`src/rtl/scope_pkg.sv`:
```
// Shared types and frame constants for the preamp/ADC serial controller.
// Bit-window indices count SCK rising edges from 1.
package scope_pkg;

  typedef enum logic [2:0] {
    ST_IDLE,
    ST_AMP_SETUP,
    ST_AMP_BIT,
    ST_AMP_HOLD,
    ST_CONV,
    ST_CONV_WAIT,
    ST_ADC_BIT,
    ST_GAP
  } state_e;

  localparam int ADC_FRAME_BITS = 34;
  localparam int AMP_BITS       = 8;
  localparam int ADC_RAW_W      = 14;
  localparam int ADC_A_FIRST    = 3;
  localparam int ADC_A_LAST     = 16;
  localparam int ADC_B_FIRST    = 19;
  localparam int ADC_B_LAST     = 32;
  localparam int BIT_CNT_W      = 6;

  function automatic logic in_window(input logic [BIT_CNT_W-1:0] edge_num,
                                     input int first, input int last);
    return (int'(edge_num) >= first) && (int'(edge_num) <= last);
  endfunction

endpackage

```
`src/rtl/spi_bit_engine.sv`:
```
// SCK generator and bit counter shared by gain and ADC frames.
// Each bit period is CLK_DIV low cycles followed by CLK_DIV high cycles.
module spi_bit_engine
  import scope_pkg::*;
#(
  parameter int CLK_DIV = 4
) (
  input  logic                 clk,
  input  logic                 rst,
  input  logic                 start,
  input  logic [BIT_CNT_W-1:0] nbits,
  output logic                 sck,
  output logic                 rise,
  output logic                 period_end,
  output logic                 done,
  output logic [BIT_CNT_W-1:0] bit_idx
);

  localparam int PERIOD = 2 * CLK_DIV;
  localparam int CNT_W  = $clog2(PERIOD);

  logic                 active_q, active_d;
  logic [CNT_W-1:0]     cnt_q, cnt_d;
  logic [BIT_CNT_W-1:0] bit_q, bit_d;
  logic                 sck_q, sck_d;

  // rise marks the last low cycle: data is captured on the same edge SCK goes high
  assign rise       = active_q && (cnt_q == CNT_W'(CLK_DIV - 1));
  assign period_end = active_q && (cnt_q == CNT_W'(PERIOD - 1));
  assign done       = period_end && (bit_q == nbits - BIT_CNT_W'(1));
  assign bit_idx    = bit_q;
  assign sck        = sck_q;

  always_comb begin
    active_d = active_q;
    cnt_d    = cnt_q;
    bit_d    = bit_q;
    if (start) begin
      active_d = 1'b1;
      cnt_d    = '0;
      bit_d    = '0;
    end else if (active_q) begin
      if (period_end) begin
        cnt_d = '0;
        if (done) active_d = 1'b0;
        else      bit_d    = bit_q + BIT_CNT_W'(1);
      end else begin
        cnt_d = cnt_q + CNT_W'(1);
      end
    end
    sck_d = active_d && (cnt_d >= CNT_W'(CLK_DIV));
  end

  always_ff @(posedge clk) begin
    if (rst) begin
      active_q <= 1'b0;
      cnt_q    <= '0;
      bit_q    <= '0;
      sck_q    <= 1'b0;
    end else begin
      active_q <= active_d;
      cnt_q    <= cnt_d;
      bit_q    <= bit_d;
      sck_q    <= sck_d;
    end
  end

endmodule

```
`src/rtl/spi_amp_adc_ctrl.sv`:
```
// Preamp gain writer and dual-channel ADC frame reader on one SPI bus.
// All pins are registered from the next-state so they move one cycle after acceptance.
module spi_amp_adc_ctrl
  import scope_pkg::*;
#(
  parameter int CLK_DIV    = 4,
  parameter int CONV_PULSE = 2,
  parameter int CONV_GAP   = 16,
  parameter int SAMPLE_W   = 14
) (
  input  logic                clk,
  input  logic                rst,
  input  logic [3:0]          gain_a,
  input  logic [3:0]          gain_b,
  input  logic                gain_wr,
  input  logic                start,
  input  logic                continuous,
  output logic                busy,
  output logic                gain_ack,
  output logic [7:0]          gain_echo,
  output logic [SAMPLE_W-1:0] sample_a,
  output logic [SAMPLE_W-1:0] sample_b,
  output logic                sample_valid,
  output logic                SPI_SCK,
  output logic                SPI_MOSI,
  output logic                AMP_CS,
  output logic                AD_CONV,
  input  logic                AMP_DOUT,
  input  logic                AD_DOUT
);

  localparam int WAIT_W = 16;

  state_e                state_q, state_d;
  logic [WAIT_W-1:0]     wait_q, wait_d;
  logic                  gain_pend_q, gain_pend_d;
  logic                  start_pend_q, start_pend_d;
  logic [7:0]            pend_word_q, pend_word_d;
  logic [7:0]            amp_sr_q, amp_sr_d;
  logic [7:0]            echo_sr_q, echo_sr_d;
  logic [ADC_RAW_W-1:0]  sh_a_q, sh_a_d, sh_b_q, sh_b_d;
  logic [SAMPLE_W-1:0]   sample_a_q, sample_a_d, sample_b_q, sample_b_d;
  logic [7:0]            gain_echo_q, gain_echo_d;
  logic                  gain_ack_q, gain_ack_d;
  logic                  sample_valid_q, sample_valid_d;
  logic                  mosi_q, mosi_d;
  logic                  cs_q, cs_d;
  logic                  conv_q, conv_d;
  logic                  busy_q, busy_d;

  logic                  eng_start, eng_rise, eng_period_end, eng_done;
  logic [BIT_CNT_W-1:0]  eng_bit, eng_nbits, edge_num;
  logic                  gain_req, conv_req, dispatch, go_amp, go_conv;

  assign eng_nbits = (state_q == ST_ADC_BIT) ? BIT_CNT_W'(ADC_FRAME_BITS)
                                             : BIT_CNT_W'(AMP_BITS);
  assign edge_num  = eng_bit + BIT_CNT_W'(1);

  spi_bit_engine #(.CLK_DIV(CLK_DIV)) u_engine (
    .clk        (clk),
    .rst        (rst),
    .start      (eng_start),
    .nbits      (eng_nbits),
    .sck        (SPI_SCK),
    .rise       (eng_rise),
    .period_end (eng_period_end),
    .done       (eng_done),
    .bit_idx    (eng_bit)
  );

  always_comb begin
    state_d        = state_q;
    wait_d         = (wait_q != '0) ? wait_q - WAIT_W'(1) : wait_q;
    pend_word_d    = gain_wr ? {gain_b, gain_a} : pend_word_q;
    amp_sr_d       = amp_sr_q;
    echo_sr_d      = echo_sr_q;
    sh_a_d         = sh_a_q;
    sh_b_d         = sh_b_q;
    sample_a_d     = sample_a_q;
    sample_b_d     = sample_b_q;
    gain_echo_d    = gain_echo_q;
    gain_ack_d     = 1'b0;
    sample_valid_d = 1'b0;
    mosi_d         = mosi_q;
    eng_start      = 1'b0;
    dispatch       = 1'b0;
    go_amp         = 1'b0;
    go_conv        = 1'b0;
    gain_req       = gain_wr | gain_pend_q;
    conv_req       = (start & ~continuous) | start_pend_q | continuous;

    case (state_q)
      ST_IDLE: dispatch = 1'b1;
      ST_AMP_SETUP: if (wait_q == '0) begin
        state_d   = ST_AMP_BIT;
        eng_start = 1'b1;
        mosi_d    = amp_sr_q[7];
        amp_sr_d  = {amp_sr_q[6:0], 1'b0};
      end
      ST_AMP_BIT: begin
        if (eng_rise) echo_sr_d = {echo_sr_q[6:0], AMP_DOUT};
        if (eng_done) begin
          state_d = ST_AMP_HOLD;
          wait_d  = WAIT_W'(CLK_DIV - 1);
          mosi_d  = 1'b0;
        end else if (eng_period_end) begin
          mosi_d   = amp_sr_q[7];
          amp_sr_d = {amp_sr_q[6:0], 1'b0};
        end
      end
      ST_AMP_HOLD: if (wait_q == '0) begin
        gain_ack_d  = 1'b1;
        gain_echo_d = echo_sr_q;
        dispatch    = 1'b1;
      end
      ST_CONV: if (wait_q == '0) begin
        state_d = ST_CONV_WAIT;
        wait_d  = WAIT_W'(CLK_DIV - 1);
      end
      ST_CONV_WAIT: if (wait_q == '0) begin
        state_d   = ST_ADC_BIT;
        eng_start = 1'b1;
      end
      ST_ADC_BIT: begin
        if (eng_rise && in_window(edge_num, ADC_A_FIRST, ADC_A_LAST))
          sh_a_d = {sh_a_q[ADC_RAW_W-2:0], AD_DOUT};
        if (eng_rise && in_window(edge_num, ADC_B_FIRST, ADC_B_LAST))
          sh_b_d = {sh_b_q[ADC_RAW_W-2:0], AD_DOUT};
        if (eng_done) begin
          sample_a_d     = sh_a_q[ADC_RAW_W-1 -: SAMPLE_W];
          sample_b_d     = sh_b_q[ADC_RAW_W-1 -: SAMPLE_W];
          sample_valid_d = 1'b1;
          if (continuous && !gain_req) begin
            state_d = ST_GAP;
            wait_d  = WAIT_W'(CONV_GAP - 1);
          end else begin
            dispatch = 1'b1;
          end
        end
      end
      ST_GAP: if (gain_req || !continuous || wait_q == '0) dispatch = 1'b1;
      default: state_d = ST_IDLE;
    endcase

    // A pending gain write always wins over a conversion request
    if (dispatch) begin
      if (gain_req)      go_amp  = 1'b1;
      else if (conv_req) go_conv = 1'b1;
      else               state_d = ST_IDLE;
    end
    if (go_amp) begin
      state_d   = ST_AMP_SETUP;
      wait_d    = WAIT_W'(CLK_DIV - 1);
      amp_sr_d  = pend_word_d;
      echo_sr_d = '0;
    end
    if (go_conv) begin
      state_d = ST_CONV;
      wait_d  = WAIT_W'(CONV_PULSE - 1);
    end

    gain_pend_d  = go_amp  ? 1'b0 : (gain_pend_q | gain_wr);
    start_pend_d = go_conv ? 1'b0 : (start_pend_q | (start & ~continuous));

    cs_d   = !(state_d inside {ST_AMP_SETUP, ST_AMP_BIT, ST_AMP_HOLD});
    conv_d = (state_d == ST_CONV);
    busy_d = (state_d != ST_IDLE);
  end

  always_ff @(posedge clk) begin
    if (rst) begin
      state_q        <= ST_IDLE;
      wait_q         <= '0;
      gain_pend_q    <= 1'b0;
      start_pend_q   <= 1'b0;
      pend_word_q    <= '0;
      amp_sr_q       <= '0;
      echo_sr_q      <= '0;
      sh_a_q         <= '0;
      sh_b_q         <= '0;
      sample_a_q     <= '0;
      sample_b_q     <= '0;
      gain_echo_q    <= '0;
      gain_ack_q     <= 1'b0;
      sample_valid_q <= 1'b0;
      mosi_q         <= 1'b0;
      cs_q           <= 1'b1;
      conv_q         <= 1'b0;
      busy_q         <= 1'b0;
    end else begin
      state_q        <= state_d;
      wait_q         <= wait_d;
      gain_pend_q    <= gain_pend_d;
      start_pend_q   <= start_pend_d;
      pend_word_q    <= pend_word_d;
      amp_sr_q       <= amp_sr_d;
      echo_sr_q      <= echo_sr_d;
      sh_a_q         <= sh_a_d;
      sh_b_q         <= sh_b_d;
      sample_a_q     <= sample_a_d;
      sample_b_q     <= sample_b_d;
      gain_echo_q    <= gain_echo_d;
      gain_ack_q     <= gain_ack_d;
      sample_valid_q <= sample_valid_d;
      mosi_q         <= mosi_d;
      cs_q           <= cs_d;
      conv_q         <= conv_d;
      busy_q         <= busy_d;
    end
  end

  assign busy         = busy_q;
  assign gain_ack     = gain_ack_q;
  assign gain_echo    = gain_echo_q;
  assign sample_a     = sample_a_q;
  assign sample_b     = sample_b_q;
  assign sample_valid = sample_valid_q;
  assign SPI_MOSI     = mosi_q;
  assign AMP_CS       = cs_q;
  assign AD_CONV      = conv_q;

endmodule
```
`config.mk`:
```
export PLATFORM = sky130hd
export DESIGN_NAME = spi_amp_adc_ctrl
export DESIGN_NICKNAME = d
export VERILOG_FILES = /design/src/rtl/scope_pkg.sv /design/src/rtl/spi_bit_engine.sv /design/src/rtl/spi_amp_adc_ctrl.sv
export SDC_FILE = /design/constraint.sdc
export NUM_CORES = 1
export LEC_CHECK = 0
export CAP_MARGIN = 0
export CORE_UTILIZATION = 27
export CTS_BUF_LIST = sky130_fd_sc_hd__clkbuf_2
export CTS_CLUSTER_SIZE = 25
export DETAILED_ROUTE_END_ITERATION = 12
export HOLD_SLACK_MARGIN = 0.15
export PLACE_DENSITY = 0.48
export SYNTH_ARGS = -nofsm -noshare
export SYNTH_HDL_FRONTEND = slang
export SYNTH_SLANG_ARGS = --single-unit
```
`constraint.sdc`:
```
create_clock -name clk -period 3.25 [get_ports clk]
set_clock_uncertainty 0.1 [all_clocks]
set_input_delay 0.325 -clock clk [delete_from_list [all_inputs] [get_ports clk]]
set_output_delay 0.325 -clock clk [all_outputs]
set_load 0.02 [all_outputs]
```
### Word-level counts from Yosys, hierarchy flattened

Index checks and enable logic that the tools add are counted.
Widths: inputs -> output; s select.

| cells by class | value |
|---|---|
| $add $sub $neg | 4 |
| order comparisons | 5 |
| eq/ne operators | 19 |
| mux-type cells | 50 |
| bitwise operators | 8 |
| reductions and logical operators | 36 |

Operators by type and width:

| kind | number |
|---|---|
| $mux 16 | 5 |
| $pmux 16 s3 | 1 |
| $mux 3 | 14 |
| $mux 8 | 5 |
| $mux 1 | 19 |
| $eq 3x3->1 const B | 6 |
| $logic_not 16->1 | 1 |
| $pmux 8 s2 | 1 |
| $reduce_bool 16->1 | 1 |
| $sub 16x1->16 const B | 1 |
| $eq 3x2->1 const B | 5 |
| $pmux 3 s5 | 1 |
| $reduce_or 2->1 | 6 |
| $reduce_and 2->1 | 5 |
| $logic_and 1x1->1 | 9 |
| $reduce_bool 3->1 | 3 |
| $add 6x1->6 const B | 1 |
| $eq 3x1->1 const B | 2 |
| $eq 6x6->1 | 1 |
| $ge 6x2->1 const B | 1 |
| $ge 6x5->1 const B | 1 |
| $le 6x5->1 const B | 1 |
| $le 6x6->1 const B | 1 |
| $mux 6 | 1 |
| other kinds (19) | 30 |

| storage, ports and cells | value |
|---|---|
| register bits | 126 |
| bits of input ports | 15 |
| output and inout port bits | 43 |
| logic and storage cells | 146 |

### Longest topological paths before layout

Gate-level depths: netlist of run 1.

| depth | value |
|---|---|
| depth in word-level cells | 15 |
| gate-level depth with buffers | 11 |
| gate-level depth less buffers | 9 |

### Modules after synthesis

A second synthesis of run 1 with hierarchy kept.

| second synthesis, totals | value |
|---|---|
| cell total of the unflattened synthesis | 576 |
| area total of the unflattened synthesis | 5303.8 um2 |

Modules (own cells, without submodules):

| module | times used | cells an instance | area an instance (um2) | seq. area each (um2) |
|---|---|---|---|---|
| spi_amp_adc_ctrl | 1 | 497 | 4575.6 | 2302.2 |
| spi_bit_engine | 1 | 79 | 728.2 | 220.2 |

### Worst setup path after synthesis of run 1

No wires, ideal clock.

| timing path | value |
|---|---|
| kind | reg2reg |
| start point | register u_engine.bit_q[0], in the netlist u_engine.bit_idx[0] |
| end point | register cs_q, in the netlist AMP_CS |
| setup time | 0.127 ns |
| arrival | 2.371 ns |
| required time | 3.023 ns |
| path slack | 0.652 ns |
| stages on the path, launching flop included | 7 |
| path buffers | 1 |
| clock period less this slack | 2.598 ns |
| cell sequence | dfxtp_1 > or3b_1 > or4_4 > buf_6 > o221ai_4 > mux2i_1 > or3b_1 |

| between the ends | value |
|---|---|
| longest elaborated chain between the ends | 12 |
| elaborated cells between the ends (all ways) | 19 |
| those cells by class | 4 x eq/ne; 12 x mux; 3 x reduce/logical |

Ends and longest elaborated chain:

| what | RTL line | RTL |
|---|---|---|
| start, declared | spi_bit_engine.sv:24 | `logic [BIT_CNT_W-1:0] bit_q, bit_d;` |
| start signal, assigned | spi_bit_engine.sv:63 | `bit_q <= bit_d;` |
| $eq 6x6->1 * | spi_bit_engine.sv:30 | `assign done = period_end && (bit_q == nbits - BIT_CNT_W'(1));` |
| $logic_and 1x1->1 * | spi_bit_engine.sv:30 |  |
| $mux 3, on equally long branches | spi_amp_adc_ctrl.sv:129, spi_amp_adc_ctrl.sv:102 |  |
| $pmux 3 s5 | spi_amp_adc_ctrl.sv:92 | `case (state_q)` |
| $mux 3 | spi_amp_adc_ctrl.sv:148 | `else if (conv_req) go_conv = 1'b1;` |
| $mux 3 | spi_amp_adc_ctrl.sv:147 | `if (gain_req) go_amp = 1'b1;` |
| $mux 3 | spi_amp_adc_ctrl.sv:146 | `if (dispatch) begin` |
| $mux 3 | spi_amp_adc_ctrl.sv:151 | `if (go_amp) begin` |
| $mux 3 * | spi_amp_adc_ctrl.sv:157 | `if (go_conv) begin` |
| $eq 3x1->1 / $eq 3x2->1 (equally long branches) | spi_amp_adc_ctrl.sv:165 | `cs_d = !(state_d inside {ST_AMP_SETUP, ST_AMP_BIT, ST_AMP_HOLD});` |
| $reduce_bool 3->1 * | spi_amp_adc_ctrl.sv:165 |  |
| $logic_not 1->1 * | spi_amp_adc_ctrl.sv:165 |  |
| end signal, assigned | spi_amp_adc_ctrl.sv:206 | `cs_q <= cs_d;` |
| end, declared | spi_amp_adc_ctrl.sv:47 | `logic cs_q, cs_d;` |

Mark *: on every way between the ends. The rest lies on a longest branch, timed or not.
A chain may end at the register's enable or synchronous reset.

### Worst setup path in the final report of run 1

| timing path | value |
|---|---|
| start point | register u_engine.cnt_q[0] |
| end point | register cs_q, in the netlist AMP_CS |

| between the ends | value |
|---|---|
| longest elaborated chain between the ends | 13 |
| elaborated cells between the ends (all ways) | 20 |
| those cells by class | 4 x eq/ne; 12 x mux; 4 x reduce/logical |

Ends and longest elaborated chain:

| what | RTL line | RTL |
|---|---|---|
| start, declared | spi_bit_engine.sv:23 | `logic [CNT_W-1:0] cnt_q, cnt_d;` |
| start signal, assigned | spi_bit_engine.sv:62 | `cnt_q <= cnt_d;` |
| $eq 3x3->1 * | spi_bit_engine.sv:29 | `assign period_end = active_q && (cnt_q == CNT_W'(PERIOD - 1));` |
| $logic_and 1x1->1 * | spi_bit_engine.sv:29 |  |
| $logic_and 1x1->1 * | spi_bit_engine.sv:30 |  |
| $mux 3, on equally long branches | spi_amp_adc_ctrl.sv:129, spi_amp_adc_ctrl.sv:102 |  |
| $pmux 3 s5 | spi_amp_adc_ctrl.sv:92 |  |
| $mux 3 | spi_amp_adc_ctrl.sv:148 |  |
| $mux 3 | spi_amp_adc_ctrl.sv:147 |  |
| $mux 3 | spi_amp_adc_ctrl.sv:146 |  |
| $mux 3 | spi_amp_adc_ctrl.sv:151 |  |
| $mux 3 * | spi_amp_adc_ctrl.sv:157 |  |
| $eq 3x1->1 / $eq 3x2->1 (equally long branches) | spi_amp_adc_ctrl.sv:165 |  |
| $reduce_bool 3->1 * | spi_amp_adc_ctrl.sv:165 |  |
| $logic_not 1->1 * | spi_amp_adc_ctrl.sv:165 |  |

Marks and branches as above.

==> impl_results.html, run 1 <==
<table>
<tr><th>Metric</th><th>Value</th></tr>
<tr><th colspan="2">Synthesis</th></tr>
<tr><td>Most common cell in the synthesized netlist</td><td>sky130_fd_sc_hd__dfxtp_1</td></tr>
<tr><td>Number of flip-flops and latches in the synthesized netlist</td><td>around 130</td></tr>
<tr><td>Top cell type's share of synthesized area</td><td>0.484</td></tr>
<tr><td>Mean Syn Cell Area</td><td>9.11 um^2</td></tr>
<tr><td>Post-Syn Instances</td><td>572</td></tr>
<tr><td>Biggest area contributors in the synthesized netlist</td><td>sky130_fd_sc_hd__dfxtp_1 48%, sky130_fd_sc_hd__mux2i_1 12%, sky130_fd_sc_hd__nor2_1 6.2%</td></tr>
<tr><td>Number of distinct library cells after synthesis</td><td>60</td></tr>
<tr><td>Cell accounting for the most synthesized area</td><td>sky130_fd_sc_hd__dfxtp_1</td></tr>
<tr><td>Yosys Warn Count</td><td>0</td></tr>
<tr><td>Top cells by count, synth</td><td>126 x sky130_fd_sc_hd__dfxtp_1, 86 x sky130_fd_sc_hd__nor2_1, 83 x sky130_fd_sc_hd__nand2_1</td></tr>
<tr><td>Most instantiated flip-flop cell in the synthesis netlist</td><td>sky130_fd_sc_hd__dfxtp_1</td></tr>
<tr><td>Proportion of synthesized chip area in sequential cells</td><td>0.484</td></tr>
<tr><td>Number of enable-type register cells in the synthesized netlist</td><td>0</td></tr>
<tr><td>Net Count, Synth</td><td>595</td></tr>
<tr><td>Share of flip-flops with an asynchronous set or reset</td><td>0</td></tr>
<tr><td>Combined area of all synthesized cells</td><td>5210 um^2</td></tr>
<tr><th colspan="2">Die</th></tr>
<tr><td>Die Area</td><td>approximately 20000 um^2</td></tr>
<tr><td>Count of boundary I/O pins</td><td>58</td></tr>
<tr><td>Starting density of the core</td><td>0.277</td></tr>
<tr><td>Die outline height</td><td>141 um</td></tr>
<tr><td>Number of standard-cell rows in the floorplan</td><td>50</td></tr>
<tr><td>Core footprint</td><td>between 15000 and 20000 um^2</td></tr>
<tr><td>Die extent in x</td><td>141 um</td></tr>
<tr><th colspan="2">Global route</th></tr>
<tr><td>Wire length of the first global-routing pass</td><td>roughly 20000 um</td></tr>
<tr><td>GRT Overall Usage</td><td>0.124</td></tr>
<tr><td>Total congestion overflow after global routing</td><td>0</td></tr>
<tr><td>Vias in the first global route</td><td>4117</td></tr>
<tr><td>Global route hottest layer</td><td>met2</td></tr>
<tr><td>Met1 Usage GRT</td><td>0.147</td></tr>
<tr><td>Met3 Track Usage GR</td><td>0.0411</td></tr>
<tr><td>Antenna violations before repair</td><td>1</td></tr>
<tr><td>Global-route met2 utilization</td><td>0.200</td></tr>
<tr><td>Maximum number of pins on one net before global-route repair</td><td>73</td></tr>
<tr><th colspan="2">Timing</th></tr>
<tr><td>Final count of hold timing violations</td><td>0</td></tr>
<tr><td>Slew of the pin with the lowest slew margin</td><td>0.717 ns</td></tr>
<tr><td>Part of the cycle the worst path needs</td><td>0.864</td></tr>
<tr><td>Max Clock Freq</td><td>356 MHz</td></tr>
<tr><td>RSZ-0062 raised after global routing</td><td>false</td></tr>
<tr><td>Final number of setup-violating endpoints</td><td>0</td></tr>
<tr><td>Summed negative setup slack over all endpoints</td><td>0 ns</td></tr>
<tr><td>Minimum period implied by the final worst setup slack</td><td>2.81 ns</td></tr>
<tr><td>Relative max-transition margin</td><td>0.522</td></tr>
<tr><td>Max-slew violation count</td><td>0</td></tr>
<tr><th colspan="2">Power</th></tr>
<tr><td>Reg power frac</td><td>0.433</td></tr>
<tr><td>Net switching power</td><td>1.48 mW</td></tr>
<tr><td>Internal power component</td><td>2.69 mW</td></tr>
<tr><td>Power density of the placed cells</td><td>652 nW/um^2</td></tr>
<tr><td>Cell leakage power</td><td>2.24 nW</td></tr>
<tr><td>Share of total power consumed by net switching</td><td>0.354</td></tr>
<tr><td>Clock power frac</td><td>0.241</td></tr>
<tr><td>IR drop worst, VDD</td><td>approximately 0.28 mV</td></tr>
<tr><td>Proportion of power drawn by combinational gates</td><td>0.325</td></tr>
<tr><th colspan="2">Worst setup path</th></tr>
<tr><td>Critical path required time</td><td>approximately 3.7 ns</td></tr>
<tr><td>Worst r2r path cells</td><td>7</td></tr>
<tr><td>Setup slack of the worst register-to-register path</td><td>between 0.4 and 0.5 ns</td></tr>
<tr><td>Arrival time of data at the critical path endpoint</td><td>3.28 ns</td></tr>
<tr><td>Launching point of the worst reg2reg path</td><td>u_engine.cnt_q[0]</td></tr>
<tr><td>Critical path origin</td><td>u_engine.cnt_q[0]</td></tr>
<tr><td>Worst reg2reg path endpoint</td><td>AMP_CS</td></tr>
<tr><td>Maximum fanout along the worst path</td><td>7</td></tr>
<tr><td>Startpoint Class</td><td>register</td></tr>
<tr><td>CP endpoint kind</td><td>register</td></tr>
<tr><td>Crit Path Category</td><td>register to register</td></tr>
<tr><th colspan="2">Detailed routing</th></tr>
<tr><td>Routed length per placed instance</td><td>12.4 um</td></tr>
<tr><td>Iteration-0 DRC count of the detailed router</td><td>roughly 140</td></tr>
<tr><td>Via-per-instance ratio</td><td>4.50</td></tr>
<tr><td>Total number of vias</td><td>4098</td></tr>
<tr><td>Final routed DRC violation total</td><td>0</td></tr>
<tr><td>Post-detailed-route count of antenna-violating nets</td><td>0</td></tr>
<tr><td>Drt first pass iters</td><td>4</td></tr>
<tr><td>Final wirelength</td><td>approximately 11000 um</td></tr>
<tr><th colspan="2">Placed design</th></tr>
<tr><td>Sum of net half-perimeters after detailed placement</td><td>about 7800 um</td></tr>
<tr><td>Count of buffers from port buffering</td><td>57</td></tr>
<tr><td>RePlAce Congestion</td><td>0.785</td></tr>
<tr><th colspan="2">Clocking</th></tr>
<tr><td>Number of buffers on the longest clock path</td><td>2</td></tr>
<tr><td>Clock transition at path regs</td><td>0.17 ns</td></tr>
<tr><td>H-tree depth</td><td>4</td></tr>
<tr><td>Clock latency of the later-clocked register in the worst-skew pair</td><td>0.69 ns</td></tr>
<tr><td>Num CTS Buffers</td><td>17</td></tr>
<tr><td>Clk sinks</td><td>126</td></tr>
<tr><td>Cell chosen for the clock root</td><td>sky130_fd_sc_hd__clkbuf_2</td></tr>
<tr><td>TritonCTS clock tree</td><td>yes</td></tr>
<tr><th colspan="2">Layout</th></tr>
<tr><td>Layout area overhead</td><td>22.6%</td></tr>
<tr><td>Utilization after layout</td><td>0.339</td></tr>
<tr><td>Share of final-layout standard cells stronger than drive strength 1</td><td>0.0846</td></tr>
<tr><td>Fin nets</td><td>660</td></tr>
<tr><th colspan="2">Min path</th></tr>
<tr><td>Path category of the worst min-delay check</td><td>primary input to register</td></tr>
<tr><td>HP Start</td><td>AD_DOUT</td></tr>
<tr><td>Worst Hold Depth</td><td>3</td></tr>
<tr><td>End point of the worst hold path</td><td>sh_a_q[0]</td></tr>
<tr><th colspan="2">Run</th></tr>
<tr><td>Max-cap violations</td><td>0</td></tr>
<tr><th colspan="2">Run status</th></tr>
<tr><td>Outcome</td><td>complete, no violations</td></tr>
</table>
cell families (layout without fill, tap and decap cells):
kind of cell / after synthesis / after routing / synth area share
simple gates: 239 / 239 / 0.212
flops: 126 / 126 / 0.484
compound gates: 79 / 79 / 0.101
mux: 63 / 63 / 0.121
buf+inv: 41 / 119 / 0.0367
xor+xnor: 16 / 16 / 0.0269
fa+ha+maj: 8 / 8 / 0.0192
other cells: 0 / 1 / 0
flip-flops by register name, indices dropped and copies added, names as in the netlist, 3 cells and up:
name / flops
amp_sr_q: 8
echo_sr_q: 8
gain_echo: 8
pend_word_q: 8
sample_a: 14
sample_b: 14
sh_a_q: 14
sh_b_q: 14
state_q: 3
u_engine.bit_idx: 6
u_engine.cnt_q: 3
wait_q: 16
what timing repair did:
item                       in CTS  in global routing
resized for setup               0                  1
setup buffers                   0                  0
hold endpoints to repair       25                  0
hold buffers                   11                  0
setup endpoints to repair       0                  1
how the worst max path moves through the flow:
| stage | endpoint |
|---|---|
| 2_1_floorplan | AMP_CS |
| 3_3_place_gp | amp_sr_q[1] |
| 3_5_place_dp | amp_sr_q[2] |
| 4_1_cts | amp_sr_q[2] |
| 5_1_grt | amp_sr_q[2] |
| 6_report | AMP_CS |
layer usage:
layer | vias up | part of all wire
met2 | 63 | 0.46
li1 | 2101 | -
met3 | 18 | 0.039
met1 | 1916 | 0.47
met4 | 0 | 0.025
met5 | - | 0
power groups by stage:
stage	registers (mW)	logic, mW	clock network (mW)
finish	1.81	1.36	1.01
global route	1.84	1.55	1.13
CTS	1.81	1.36	1.05
detailed placement	1.84	1.34	0
global placement	1.83	1.33	0
floorplan	1.81	1.03	0
cell usage in the layout, fill, tap and decap left out, drive strengths merged, types with 2 or more instances in the layout:
cell type      count
or2                2
xnor2              5
nor2              87
nor3              14
a211oi             3
nor3b              2
o21ai              9
a21oi             46
nand3              5
and3               3
and2               4
nor4               7
clkinv             7
or3b               4
nand3b             7
dfxtp            126
clkbuf            20
nor4b              2
or3                4
clkdlybuf4s50     56
a32oi              2
dlygate4sd3       11
xor2              11
nand2b             2
nand2             83
or4                3
buf               13
ha                 8
and4               2
nand4              3
bufinv             3
a21bo              2
inv                8
o22ai              2
mux2i             63
nor2b              3
layout make-up:
type | count | area, um^2
diodes | 1 | 2.50
inverters | 7 | 26.3
fillers | 1968 | 12400
well taps | 260 | 325
flip-flops and latches | 126 | 2520
repair buffers | 80 | 766
multi-input cells | 405 | 2510
clock inverters | 12 | 144
clock buffers | 20 | 100
worst max-delay path: stages, from the launching register on:
cell,delay (ns)
sky130_fd_sc_hd__dfxtp_1,0.39
sky130_fd_sc_hd__ha_1,0.19
sky130_fd_sc_hd__ha_1,0.24
sky130_fd_sc_hd__nand2_1,0.14
sky130_fd_sc_hd__or4_4,0.62
sky130_fd_sc_hd__o221ai_4,0.31
sky130_fd_sc_hd__mux2i_1,0.37
sky130_fd_sc_hd__or3b_1,0.37
stage by stage:
| step | instances | hold WS, ns | power (mW) | instance area (um^2) | worst slack, ns |
|---|---|---|---|---|---|
| after floorplan | 572 | 0.331 | 2.84 | 5210 | 0.652 |
| after global placement | 867 | 0.349 | 3.17 | 6040 | 0.299 |
| after detailed placement | 867 | 0.349 | 3.18 | 6040 | 0.172 |
| after CTS | 910 | 0.163 | 4.22 | 6390 | 0.220 |
| after global routing | 911 | 0.162 | 4.51 | 6390 | 0.236 |
| final | 911 | 0.254 | 4.17 | 6390 | 0.443 |
(Power assumes the default switching activity.)
==> run 2, diff against run 1 <==
--- a/config.mk
+++ b/config.mk
@@ -11,7 +11,7 @@
 export CTS_CLUSTER_SIZE = 25
 export DETAILED_ROUTE_END_ITERATION = 12
 export HOLD_SLACK_MARGIN = 0.15
-export PLACE_DENSITY = 0.48
+export PLACE_DENSITY_LB_ADDON = 0.3
 export SYNTH_ARGS = -nofsm -noshare
 export SYNTH_HDL_FRONTEND = slang
 export SYNTH_SLANG_ARGS = --single-unit
==> run 2 against run 1 <==
Compared with the run above:
- flip-flop and latch count did not move
- clock power barely moved
- critical path depth did not move
- core utilization rose by 0.080 points
- cell count did not move
- largest cell class unchanged
==> impl_results.html, run 2 (synthesis gave the netlist of run 1 again) <==
<table>
<tr><th>Metric</th><th>Value</th></tr>
<tr><th colspan="2">Run status</th></tr>
<tr><td>Outcome</td><td>complete, no violations</td></tr>
<tr><th colspan="2">Detailed routing</th></tr>
<tr><td>Drt first pass iters</td><td>4</td></tr>
<tr><td>Post-detailed-route count of antenna-violating nets</td><td>0</td></tr>
<tr><td>Final routed DRC violation total</td><td>0</td></tr>
<tr><td>Final wirelength</td><td>11300 um</td></tr>
<tr><td>Total number of vias</td><td>4155</td></tr>
<tr><td>Routed length per placed instance</td><td>12.5 um</td></tr>
<tr><td>Via-per-instance ratio</td><td>4.56</td></tr>
<tr><td>Iteration-0 DRC count of the detailed router</td><td>150</td></tr>
<tr><th colspan="2">Worst setup path</th></tr>
<tr><td>Cell Chain, Critical Path</td><td>ha_1 &gt; ha_1 &gt; nand2_1 &gt; or4_4 &gt; o221ai_4 &gt; mux2i_1 &gt; or3b_1</td></tr>
<tr><td>Most repeated library cell on the critical path</td><td>sky130_fd_sc_hd__ha_1</td></tr>
<tr><td>Maximum fanout along the worst path</td><td>7</td></tr>
<tr><td>Dominant delay contributor by cell family on the critical path</td><td>simple AND/OR/NAND/NOR gates</td></tr>
<tr><td>CP max-delay cell</td><td>sky130_fd_sc_hd__or4_4</td></tr>
<tr><td>Critical path required time</td><td>3.75 ns</td></tr>
<tr><td>CP endpoint kind</td><td>register</td></tr>
<tr><td>Startpoint Class</td><td>register</td></tr>
<tr><td>Number of buffers and inverters on the critical path</td><td>0</td></tr>
<tr><td>Highest cell delay on the worst timing path</td><td>0.63 ns</td></tr>
<tr><td>Crit Path Category</td><td>register to register</td></tr>
<tr><td>Arrival time of data at the critical path endpoint</td><td>3.34 ns</td></tr>
<tr><th colspan="2">Power</th></tr>
<tr><td>Cell leakage power</td><td>2.22 nW</td></tr>
<tr><td>Power after layout</td><td>4.20 mW</td></tr>
<tr><td>Power density of the placed cells</td><td>approximately 660 nW/um^2</td></tr>
<tr><td>IR drop worst, VDD</td><td>0.256 mV</td></tr>
<tr><th colspan="2">Run</th></tr>
<tr><td>Max-cap violations</td><td>0</td></tr>
<tr><th colspan="2">Layout</th></tr>
<tr><td>Max reg flops</td><td>16</td></tr>
<tr><td>Total non-filler cell area in the finished layout</td><td>around 6400 um^2</td></tr>
<tr><td>Most used cells in the layout excluding fill and tap cells</td><td>126 x sky130_fd_sc_hd__dfxtp_1, 86 x sky130_fd_sc_hd__nor2_1, 83 x sky130_fd_sc_hd__nand2_1</td></tr>
<tr><td>Fin nets</td><td>660</td></tr>
<tr><td>Biggest register</td><td>wait_q</td></tr>
<tr><td>Layout area overhead</td><td>22.9%</td></tr>
<tr><td>Most frequent standard cell in the layout excluding fill and tap cells</td><td>sky130_fd_sc_hd__dfxtp_1</td></tr>
<tr><td>Share of final-layout standard cells stronger than drive strength 1</td><td>0.0862</td></tr>
<tr><th colspan="2">Timing</th></tr>
<tr><td>Summed negative setup slack over all endpoints</td><td>0 ns</td></tr>
<tr><td>Slew of the pin with the lowest slew margin</td><td>0.846 ns</td></tr>
<tr><td>RSZ-0062 raised after global routing</td><td>false</td></tr>
<tr><td>Final count of hold timing violations</td><td>0</td></tr>
<tr><td>Minimum period implied by the final worst setup slack</td><td>2.84 ns</td></tr>
<tr><td>Max Clock Freq</td><td>352 MHz</td></tr>
<tr><td>Final number of setup-violating endpoints</td><td>0</td></tr>
<tr><td>Max-slew violation count</td><td>0</td></tr>
<tr><td>Min Hold Slack</td><td>0.299 ns</td></tr>
<tr><td>Part of the cycle the worst path needs</td><td>0.874</td></tr>
<tr><td>Relative max-transition margin</td><td>0.436</td></tr>
<tr><td>Post-route setup slack</td><td>0.411 ns</td></tr>
<tr><th colspan="2">Placed design</th></tr>
<tr><td>Placed inst area</td><td>6030 um^2</td></tr>
<tr><td>Pre-CTS setup slack</td><td>roughly 0.17 ns</td></tr>
<tr><td>Sum of net half-perimeters after detailed placement</td><td>7820 um</td></tr>
<tr><td>RePlAce Congestion</td><td>just over 0.8</td></tr>
<tr><td>Count of buffers from port buffering</td><td>between 50 and 60</td></tr>
<tr><th colspan="2">Clocking</th></tr>
<tr><td>Cell chosen for the clock root</td><td>sky130_fd_sc_hd__clkbuf_2</td></tr>
<tr><td>Clock transition at path regs</td><td>around 0.20 ns</td></tr>
<tr><td>H-tree depth</td><td>4</td></tr>
<tr><td>Number of buffers on the longest clock path</td><td>2</td></tr>
<tr><td>Clock latency of the later-clocked register in the worst-skew pair</td><td>0.69 ns</td></tr>
<tr><td>Num CTS Buffers</td><td>17</td></tr>
<tr><td>Post CTS Setup Buffer Count</td><td>0</td></tr>
<tr><td>TritonCTS clock tree</td><td>yes</td></tr>
<tr><td>Clk sinks</td><td>126</td></tr>
<tr><th colspan="2">Global route</th></tr>
<tr><td>Wire length of the first global-routing pass</td><td>19100 um</td></tr>
<tr><td>Maximum number of pins on one net before global-route repair</td><td>48</td></tr>
<tr><td>Vias in the first global route</td><td>~4000</td></tr>
<tr><td>Antenna violations before repair</td><td>1</td></tr>
<tr><td>Total congestion overflow after global routing</td><td>0</td></tr>
<tr><td>GRT Overall Usage</td><td>0.122</td></tr>
<tr><th colspan="2">Die</th></tr>
<tr><td>Number of standard-cell rows in the floorplan</td><td>50</td></tr>
<tr><td>Die extent in x</td><td>141 um</td></tr>
<tr><td>Core footprint</td><td>around 19000 um^2</td></tr>
<tr><td>Count of boundary I/O pins</td><td>a little under 60</td></tr>
<tr><td>Die outline height</td><td>141 um</td></tr>
<tr><td>Die Area</td><td>19900 um^2</td></tr>
<tr><td>Starting density of the core</td><td>0.277</td></tr>
<tr><th colspan="2">Min path</th></tr>
<tr><td>Path category of the worst min-delay check</td><td>primary input to register</td></tr>
</table>
run 2: layout make-up:
cell class | count | area [um^2]
inverter | 7 | 26.3
tap | 260 | 325
antenna | 1 | 2.50
timing repair buffer | 80 | 768
clock inverter | 15 | 171
multi-input combinational | 405 | 2510
sequential | 126 | 2520
clock buffer | 17 | 85.1
fill | 1940 | 12400
run 2: repair_timing:
item	4_1_cts	5_1_grt
endpoints found under the hold margin	38	0
hold buffers	12	0
endpoints found under the setup margin	0	4
resized for setup	0	1
run 2: worst paths after layout:
path / slack (ns) / endpoint / depth (start not counted) / start
worst max-delay path: 0.41 / AMP_CS / 7 / u_engine.cnt_q[0]
worst min register to register: 0.37 / sample_b[9] / 2 / sample_b[9]
worst min-delay path: 0.30 / start_pend_q / 4 / continuous
worst max register to register: 0.41 / AMP_CS / 7 / u_engine.cnt_q[0]
run 2: power by group:
| part | total (mW) | internal [mW] | switching [mW] |
|---|---|---|---|
| Clock | 1.03 | 0.423 | 0.609 |
| Sequential | 1.82 | 1.68 | 0.136 |
| Combinational | 1.35 | 0.572 | 0.776 |
run 2: routing by layer:
layer,wire [um],up-vias,global-route usage,share of wire
li1,-,2098,-,-
met1,5280,1947,0.145,0.47
met2,5270,90,0.195,0.46
met3,487,20,0.0377,0.043
met4,301,0,0.0692,0.027
met5,0,-,0,0
run 2: per-stage QoR:
| stage | instances | util |
|---|---|---|
| floorplan | 572 | - |
| global placement | 866 | 0.320 |
| detailed placement | 866 | 0.320 |
| CTS | 910 | 0.340 |
| global route | 911 | 0.340 |
| finish | 911 | 0.340 |
run 2: tightest hold or removal path, delay by kind of cell:
family          cells  cell delay [ns]
buf+inv             2             0.56
simple gates        1             0.11
compound gates      1             0.06
